## src/rtl/lenet_seq_pkg.sv

```systemverilog
// Shared types and constants for the LeNet job sequencer.
package lenet_seq_pkg;

    typedef enum logic [2:0] {IDLE, ARST, START, RUN, CAPT} state_t;

    localparam logic [1:0] REG_CMD    = 2'd0;
    localparam logic [1:0] REG_RESULT = 2'd1;
    localparam logic [1:0] REG_STATUS = 2'd2;
    localparam logic [1:0] REG_CTRL   = 2'd3;

    typedef struct packed {
        logic       err;
        logic [4:0] graph;
        logic [3:0] max_index;
    } res_entry_t;

    // RESULT register layout; an empty FIFO reads as all zeros.
    function automatic logic [31:0] result_word(input logic valid, input res_entry_t e);
        return valid ? {1'b1, 14'b0, e.err, 3'b0, e.graph, 4'b0, e.max_index} : 32'b0;
    endfunction

endpackage

```

## src/rtl/lenet_job_sequencer_if.sv

```systemverilog
// Avalon-MM slave bus between the NIOS II and the job sequencer.
interface lenet_job_sequencer_if;
    logic [1:0]  address;
    logic        chipselect;
    logic        write;
    logic        read;
    logic [31:0] writedata;
    logic [31:0] readdata;

    modport master (output address, chipselect, write, read, writedata, input readdata);
    modport slave  (input address, chipselect, write, read, writedata, output readdata);
endinterface

```

## src/rtl/lenet_seq_fifo.sv

```systemverilog
// Synchronous FIFO; a push into a full FIFO is accepted when a pop happens the same cycle.
module lenet_seq_fifo #(
    parameter int WIDTH = 8,
    parameter int DEPTH = 8
) (
    input  logic                     clk,
    input  logic                     reset_n,
    input  logic                     clear,
    input  logic                     push,
    input  logic [WIDTH-1:0]         din,
    input  logic                     pop,
    output logic [WIDTH-1:0]         dout,
    output logic [$clog2(DEPTH):0]   count,
    output logic                     full,
    output logic                     empty
);
    localparam int AW = $clog2(DEPTH);
    localparam int CW = AW + 1;

    logic [WIDTH-1:0] mem [DEPTH];
    logic [AW-1:0]    wr_ptr, rd_ptr;
    logic             do_push, do_pop;

    assign empty   = (count == '0);
    assign full    = (count == CW'(DEPTH));
    assign do_pop  = pop && !empty;
    assign do_push = push && (!full || do_pop);
    assign dout    = mem[rd_ptr];

    always_ff @(posedge clk or negedge reset_n) begin
        if (!reset_n) begin
            wr_ptr <= '0;
            rd_ptr <= '0;
            count  <= '0;
        end else if (clear) begin
            wr_ptr <= '0;
            rd_ptr <= '0;
            count  <= '0;
        end else begin
            if (do_push) wr_ptr <= wr_ptr + 1'b1;
            if (do_pop)  rd_ptr <= rd_ptr + 1'b1;
            count <= count + CW'(do_push) - CW'(do_pop);
        end
    end

    always_ff @(posedge clk) begin
        if (do_push && !clear) mem[wr_ptr] <= din;
    end
endmodule

```

## src/rtl/lenet_job_sequencer.sv

```systemverilog
// Queues LeNet graph ids and runs them one at a time on lenet_top.
// Optional run watchdog: define LENET_SEQ_TIMEOUT_EN.
module lenet_job_sequencer
    import lenet_seq_pkg::*;
#(
    parameter int CMD_DEPTH      = 8,
    parameter int RES_DEPTH      = 8,
    parameter int RST_CYCLES     = 4,
    parameter int TIMEOUT_CYCLES = 1048576
) (
    input  logic                  clk,
    input  logic                  reset_n,
    lenet_job_sequencer_if.slave  bus,
    output logic                  acc_rst,
    output logic                  acc_start,
    output logic [4:0]            acc_graph,
    input  logic                  acc_done,
    input  logic [3:0]            acc_max_index,
    output logic [3:0]            disp_index
);
    localparam int RC_W = $clog2(RST_CYCLES + 1);

    if (RST_CYCLES < 1 || TIMEOUT_CYCLES < 1) begin : g_bad_param
        $error("lenet_job_sequencer: RST_CYCLES and TIMEOUT_CYCLES must be >= 1");
    end

    state_t            state, state_nxt;
    logic [RC_W-1:0]   rst_cnt;
    logic              enable, ovf, tmo, run_tmo;
    logic              cap_err;
    logic [3:0]        cap_idx;

    logic wr, rd, cmd_wr, stat_wr, ctrl_wr, res_rd, flush, launch;
    assign wr      = bus.chipselect && bus.write;
    assign rd      = bus.chipselect && bus.read;
    assign cmd_wr  = wr && bus.address == REG_CMD;
    assign stat_wr = wr && bus.address == REG_STATUS;
    assign ctrl_wr = wr && bus.address == REG_CTRL;
    assign res_rd  = rd && bus.address == REG_RESULT;
    assign flush   = ctrl_wr && bus.writedata[1];

    logic unused_wdata;
    assign unused_wdata = ^bus.writedata[31:5];

    logic [4:0]                 cmd_dout;
    logic [$clog2(CMD_DEPTH):0] cmd_cnt;
    logic                       cmd_full, cmd_empty;
    res_entry_t                 res_din, res_dout;
    logic [$clog2(RES_DEPTH):0] res_cnt;
    logic                       res_full, res_empty;

    // Result space is reserved at launch so CAPT can always push.
    assign launch  = state == IDLE && enable && !cmd_empty && !res_full;
    assign res_din = '{err: cap_err, graph: acc_graph, max_index: cap_idx};

    lenet_seq_fifo #(.WIDTH(5), .DEPTH(CMD_DEPTH)) u_cmd_fifo (
        .clk, .reset_n, .clear(flush),
        .push(cmd_wr && !flush), .din(bus.writedata[4:0]),
        .pop(launch), .dout(cmd_dout),
        .count(cmd_cnt), .full(cmd_full), .empty(cmd_empty)
    );

    lenet_seq_fifo #(.WIDTH($bits(res_entry_t)), .DEPTH(RES_DEPTH)) u_res_fifo (
        .clk, .reset_n, .clear(flush),
        .push(state == CAPT && !flush), .din(res_din),
        .pop(res_rd), .dout(res_dout),
        .count(res_cnt), .full(res_full), .empty(res_empty)
    );

`ifdef LENET_SEQ_TIMEOUT_EN
    localparam int TC_W = $clog2(TIMEOUT_CYCLES + 1);
    logic [TC_W-1:0] tmo_cnt;

    assign run_tmo = state == RUN && !acc_done && tmo_cnt == TC_W'(TIMEOUT_CYCLES - 1);

    always_ff @(posedge clk or negedge reset_n) begin
        if (!reset_n) begin
            tmo_cnt <= '0;
            tmo     <= 1'b0;
        end else begin
            tmo_cnt <= (state == RUN) ? tmo_cnt + 1'b1 : '0;
            if (stat_wr && bus.writedata[3]) tmo <= 1'b0;
            if (state == CAPT && cap_err && !flush) tmo <= 1'b1;
        end
    end
`else
    assign run_tmo = 1'b0;
    assign tmo     = 1'b0;
`endif

    always_ff @(posedge clk or negedge reset_n) begin
        if (!reset_n) state <= IDLE;
        else          state <= state_nxt;
    end

    always_comb begin
        state_nxt = state;
        acc_rst   = 1'b1;
        acc_start = 1'b0;
        case (state)
            IDLE:  if (launch) state_nxt = ARST;
            ARST:  if (rst_cnt == RC_W'(RST_CYCLES - 1)) state_nxt = START;
            START: begin
                acc_rst   = 1'b0;
                acc_start = 1'b1;
                state_nxt = RUN;
            end
            RUN: begin
                acc_rst   = 1'b0;
                acc_start = 1'b1;
                if (acc_done || run_tmo) state_nxt = CAPT;
            end
            CAPT:    state_nxt = IDLE;
            default: state_nxt = IDLE;
        endcase
        if (flush) state_nxt = IDLE;
    end

    always_ff @(posedge clk or negedge reset_n) begin
        if (!reset_n) begin
            rst_cnt      <= '0;
            acc_graph    <= '0;
            cap_idx      <= '0;
            cap_err      <= 1'b0;
            disp_index   <= '0;
            enable       <= 1'b0;
            ovf          <= 1'b0;
            bus.readdata <= '0;
        end else begin
            rst_cnt <= (state == ARST) ? rst_cnt + 1'b1 : '0;
            if (launch && !flush) acc_graph <= cmd_dout;
            if (state == RUN) begin
                cap_idx <= run_tmo ? 4'hF : acc_max_index;
                cap_err <= run_tmo;
            end
            if (state == CAPT && !flush) disp_index <= cap_idx;
            if (ctrl_wr) enable <= bus.writedata[0];
            if (stat_wr && bus.writedata[2]) ovf <= 1'b0;
            if (cmd_wr && cmd_full && !launch) ovf <= 1'b1;

            bus.readdata <= '0;
            if (rd) begin
                case (bus.address)
                    REG_RESULT: bus.readdata <= result_word(!res_empty, res_dout);
                    REG_STATUS: bus.readdata <= {8'b0, 8'(res_cnt), 8'(cmd_cnt), 4'b0,
                                                 tmo, ovf, state != IDLE, enable};
                    default:    bus.readdata <= '0;
                endcase
            end
        end
    end
endmodule
```

## src/flat_wrapper.sv

```systemverilog
// flat-port wrapper written by rule: the top's interface ports become plain ports
module lenet_job_sequencer_flat import lenet_seq_pkg::*;
#(
    parameter int CMD_DEPTH      = 8,
    parameter int RES_DEPTH      = 8,
    parameter int RST_CYCLES     = 4,
    parameter int TIMEOUT_CYCLES = 1048576
)
  (clk, reset_n, acc_rst, acc_start, acc_graph, acc_done, acc_max_index, disp_index, bus_address, bus_chipselect, bus_write, bus_read, bus_writedata, bus_readdata);
  lenet_job_sequencer_if bus_i ();
  input  logic clk;
  input  logic reset_n;
  output logic acc_rst;
  output logic acc_start;
  output logic [4:0] acc_graph;
  input  logic acc_done;
  input  logic [3:0] acc_max_index;
  output logic [3:0] disp_index;
  input wire logic [$bits(bus_i.address)-1:0] bus_address;
  input wire logic [$bits(bus_i.chipselect)-1:0] bus_chipselect;
  input wire logic [$bits(bus_i.write)-1:0] bus_write;
  input wire logic [$bits(bus_i.read)-1:0] bus_read;
  input wire logic [$bits(bus_i.writedata)-1:0] bus_writedata;
  output wire logic [$bits(bus_i.readdata)-1:0] bus_readdata;
  assign bus_i.address = bus_address;
  assign bus_i.chipselect = bus_chipselect;
  assign bus_i.write = bus_write;
  assign bus_i.read = bus_read;
  assign bus_i.writedata = bus_writedata;
  assign bus_readdata = bus_i.readdata;
  lenet_job_sequencer #(.CMD_DEPTH(CMD_DEPTH), .RES_DEPTH(RES_DEPTH), .RST_CYCLES(RST_CYCLES), .TIMEOUT_CYCLES(TIMEOUT_CYCLES)) u_core (.clk(clk), .reset_n(reset_n), .bus(bus_i), .acc_rst(acc_rst), .acc_start(acc_start), .acc_graph(acc_graph), .acc_done(acc_done), .acc_max_index(acc_max_index), .disp_index(disp_index));
endmodule
```

## config.mk

```make
export PLATFORM = sky130hd
export DESIGN_NAME = lenet_job_sequencer_flat
export DESIGN_NICKNAME = d
export VERILOG_FILES = /design/src/rtl/lenet_seq_pkg.sv /design/src/rtl/lenet_job_sequencer_if.sv /design/src/rtl/lenet_seq_fifo.sv /design/src/rtl/lenet_job_sequencer.sv /design/src/flat_wrapper.sv
export SDC_FILE = /design/constraint.sdc
export NUM_CORES = 1
export LEC_CHECK = 0
export CAP_MARGIN = 10
export CORE_UTILIZATION = 25
export CTS_BUF_LIST = sky130_fd_sc_hd__clkbuf_4 sky130_fd_sc_hd__clkbuf_8
export CTS_CLUSTER_SIZE = 16
export DETAILED_ROUTE_END_ITERATION = 8
export PLACE_DENSITY = 0.5
export SYNTH_ARGS = -nofsm -noshare
export SYNTH_HDL_FRONTEND = slang
export SYNTH_HIERARCHICAL = 1
export SYNTH_SLANG_ARGS = --single-unit
```

## constraint.sdc

```tcl
create_clock -name clk -period 3.3 [get_ports clk]
set_clock_uncertainty 0.05 [all_clocks]
set_input_delay 0.33 -clock clk [delete_from_list [all_inputs] [get_ports clk]]
set_output_delay 0.33 -clock clk [all_outputs]
set_load 0.03 [all_outputs]
```

==> results.md <==
- Status: finished, final reports clean
- Synth Area in Compound Gates: between 3 and 4%
- Vias per inst: about 4.3
- Worst Path Buf+Inv: 2
- Die W: roughly 180 um
- Main combinational cell family by area after synthesis: multiplexers
- Post-synth ARST share: 31.4%
- Syn avg cell area: 16.3 um2
- Total power: just under 7000 uW
- HP Start: u_core/rst_cnt[0]
- Hold EP: u_core/rst_cnt[0]
- R2R Setup Slk: slightly above 300 ps
- Max Cap Viol: 0
- GRT overflow: 0
- GP Congestion: slightly above 0.7
- Mapped Area: around 0.0077 mm2
- Initial antenna violation count: 0
- Routed Antenna Nets: 0
- Switching power: 2160 uW
- Clock Tree Root: clkbuf_8
- CP Class: flop to flop
- Final Setup Violations: 0
- Worst r2r path cells: 12
- Area growth syn-to-layout: 18.5%
- Reg power frac: between 40% and 50%
- Top_reg_cell synth: edfxtp_1
- Fmax: ~330 MHz
- EDFF count, synth: 120
- Placed cell area: slightly below 0.009 mm2
- Worst Setup SP: u_core/u_res_fifo/count[2]
- Sw Ratio: roughly a third
- Worst slew pin tran: 908 ps
- Post-CTS setup buffers: 0
- Synthesized flop and latch total: approximately 180
- First-pass iteration count of the detailed router: 4
- Family with the most delay on the worst path: simple AND/OR/NAND/NOR gates
- Unique masters post-synth: between 50 and 60
- Final Core Density: a little under a third
- Reg-to-Reg End: u_core/u_cmd_fifo/count[2]
- Residual DRC count: 0
- Multiplexer share of the synthesized area: about 15%
- Tmin final: around 3000 ps
- CP Launch Type: flop
- Avg WL per Cell: 16.7 um
- Cells after Synth: about 470
- Final net count: ~600
- Worst endpoint required time: between 3000 and 4000 ps
- Clock buffer depth: 2
- Initial DRC count: between 200 and 250
- Number of global-route vias before repair: approximately 4,300
- Critical path fanouts, max: 6
- HPWL Detailed: 10,800 um
- DIE AREA: 0.0316 mm2
- Share of cells above drive strength 1: between 20% and 30%
- Worst VDD drop: around 0.25 mV
- Comb pwr share: ~28%
- Area share of fa/ha/maj cells after synthesis: 3.76%
- H-tree Lvls: 4
- Pwr Density: between 700 and 800 mW/mm2
- Hold Crit Class: flop to flop
- Tcrit/Tclk final: 90.7%
- Routed vias: 4,104
- CP peak stage delay: 520 ps
- Number of I/O pins: just under 90
- Drt total wl: approximately 16,000 um
- Total GRT Usage: between 10 and 15%
- Clk slew on worst S/H paths: approximately 100 ps
- CTS Buf Count: 17
- Fin. Hold Viols: 0
- Slowest library cell on the worst path: or3b_2
- Seq/Total Area, Yosys: roughly 64%
- Initial Util: 25.7%
- Global-route wire length before repair: 24,600 um
- Clk pwr share: between 20% and 30%
- # diodes: 0
- CP endpoint kind: flop
- Port Buffer Count: 41
- Clock Latency Late Sink: 450 ps
- Largest net degree at the start of global routing: 43
- Simple-Gate Fraction of Synth Area: roughly a tenth
- Yosys warning total: 6
- Fin. max-slew vios: 0
- Core Box Area: 0.0300 mm2
- Synth Area in XOR/XNOR: less than 1%
- Slew margin rel.: just under 40%
- Worst reg2reg startpoint: u_core/u_res_fifo/count[2]
- TNS Setup: 0 ps
- Clock sinks: approximately 180
- Int Power: approximately 4700 uW
- Final instance area: a little over 0.009 mm2
- TritonCTS clock tree: done
- Row cnt: 63
- Hold depth: 1
- Cells along the critical path: inv_1 -> ha_1 -> or3b_2 -> inv_1 -> nor3b_2 -> and2_2 -> nor2b_2 -> mux2i_1 -> ha_1 -> fa_1 -> xnor2_1 -> nor2_1
- Leak: about 0.0033 uW
- RSZ-0062 raised after global routing: false
- Die span in y: around 180 um
- CP Data Arrival Time: roughly 3300 ps
-- cell usage after synthesis, types with 4 or more instances --
cell	instances	area, um2
clkbuf_1	13	48.8
nor2b_1	12	75.1
mux4_1	18	473
nand2b_1	11	68.8
nor3_1	8	40.0
nor3b_1	7	52.6
edfxtp_1	120	3600
a22o_1	7	61.3
mux2_2	29	327
nand2_1	12	45.0
nand4_1	5	31.3
mux2i_1	4	40.0
buf_2	5	25.0
inv_1	17	63.8
nor2_1	20	75.1
o21ai_0	5	25.0
buf_4	18	135
dfrtp_1	55	1380
ha_1	20	250
mux4_2	12	270
nand3_1	8	40.0
a21oi_1	7	35.0
and2_1	5	31.3
-- metal layers --
metal / vias to the layer above / wire length (um) / global-route usage (%)
met5: - / 0 / 0
met4: 0 / 116 / 3.31
met3: 7 / 553 / 2.81
met2: 64 / 8110 / 18.7
met1: 2112 / 7090 / 13.2
li1: 1921 / - / -
-- timing repair --
action,CTS,global route
hold endpoints to repair,29,0
hold buffers,1,0
setup endpoints to repair,0,12
gates resized for setup,0,2
-- stage by stage --
stage               setup WS, ps  cells  hold slack, ps
detailed placement           171    915             398
CTS                          134    948             401
global placement             275    915             373
global route                91.6    948             413
floorplan                    293    498           -15.6
finish                       309    948             405
-- registers in the layout (all words and copies together), names as in the netlist, 3 cells and up --
register / count
u_core/acc_graph: 5
u_core/bus.readdata: 14
u_core/cap_idx: 4
u_core/disp_index: 4
u_core/rst_cnt: 3
u_core/state: 3
u_core/u_cmd_fifo/count: 4
u_core/u_cmd_fifo/mem: 40
u_core/u_cmd_fifo/rd_ptr: 3
u_core/u_cmd_fifo/wr_ptr: 3
u_core/u_res_fifo/count: 4
u_core/u_res_fifo/mem: 80
u_core/u_res_fifo/rd_ptr: 3
u_core/u_res_fifo/wr_ptr: 3
-- cell type report --
type,count,area [um2]
Timing Repair Buffer,68,623
Sequential cell,175,4980
Multi-Input combinational cell,266,2530
Clock buffer,17,234
Fill cell,2955,20900
Clock inverter,15,231
Inverter,17,63.8
Tap cell,390,488
-- cell usage in the layout, fill, tap and decap left out, drive strengths merged, types with 8 or more instances in the layout --
cell	count
nand3	9
mux2	32
clkdlybuf4s50	40
inv	22
nor3b	8
nor3	9
nor2b	12
buf	27
mux4	30
edfxtp	120
nor2	20
clkbuf	17
nand2b	11
dfrtp	55
nand2	13
ha	20
conb	26
-- worst register-to-register path: stages (launching register included) --
cell	delay [ps]
dfrtp_1	390
inv_1	110
ha_1	150
or3b_2	520
inv_1	200
nor3b_2	100
and2_2	240
nor2b_2	200
mux2i_1	130
ha_1	220
fa_1	380
xnor2_1	170
nor2_1	50
-- power groups by stage --
stage                     combinational [uW]  sequential (uW)  clock (uW)
final                                   1880             3210        1720
after global routing                    2080             3290        1860
after CTS                               1910             3230        1770
after detailed placement                1900             3280           0
after global placement                  1850             3250           0
after floorplan                         1440             3120           0
-- cell families after synthesis --
group	Yosys count
XOR/XNOR	2
buffers and inverters	57
AND/OR/NAND/NOR	118
adder cells (fa/ha/maj)	22
flip-flops	175
multiplexers	66
other	1
AO/OA/AOI/OAI	32
-- how the worst max path moves through the flow --
stage	endpoint	cells past startpoint
2_1_floorplan	u_core/u_cmd_fifo/mem[2][0]	10
3_3_place_gp	u_core/u_cmd_fifo/mem[2][3]	8
3_5_place_dp	u_core/u_cmd_fifo/mem[3][3]	10
4_1_cts	u_core/u_cmd_fifo/mem[3][0]	10
6_report	u_core/u_cmd_fifo/count[2]	12
5_1_grt	u_core/u_cmd_fifo/mem[3][0]	10
(Power assumes the default switching activity.)
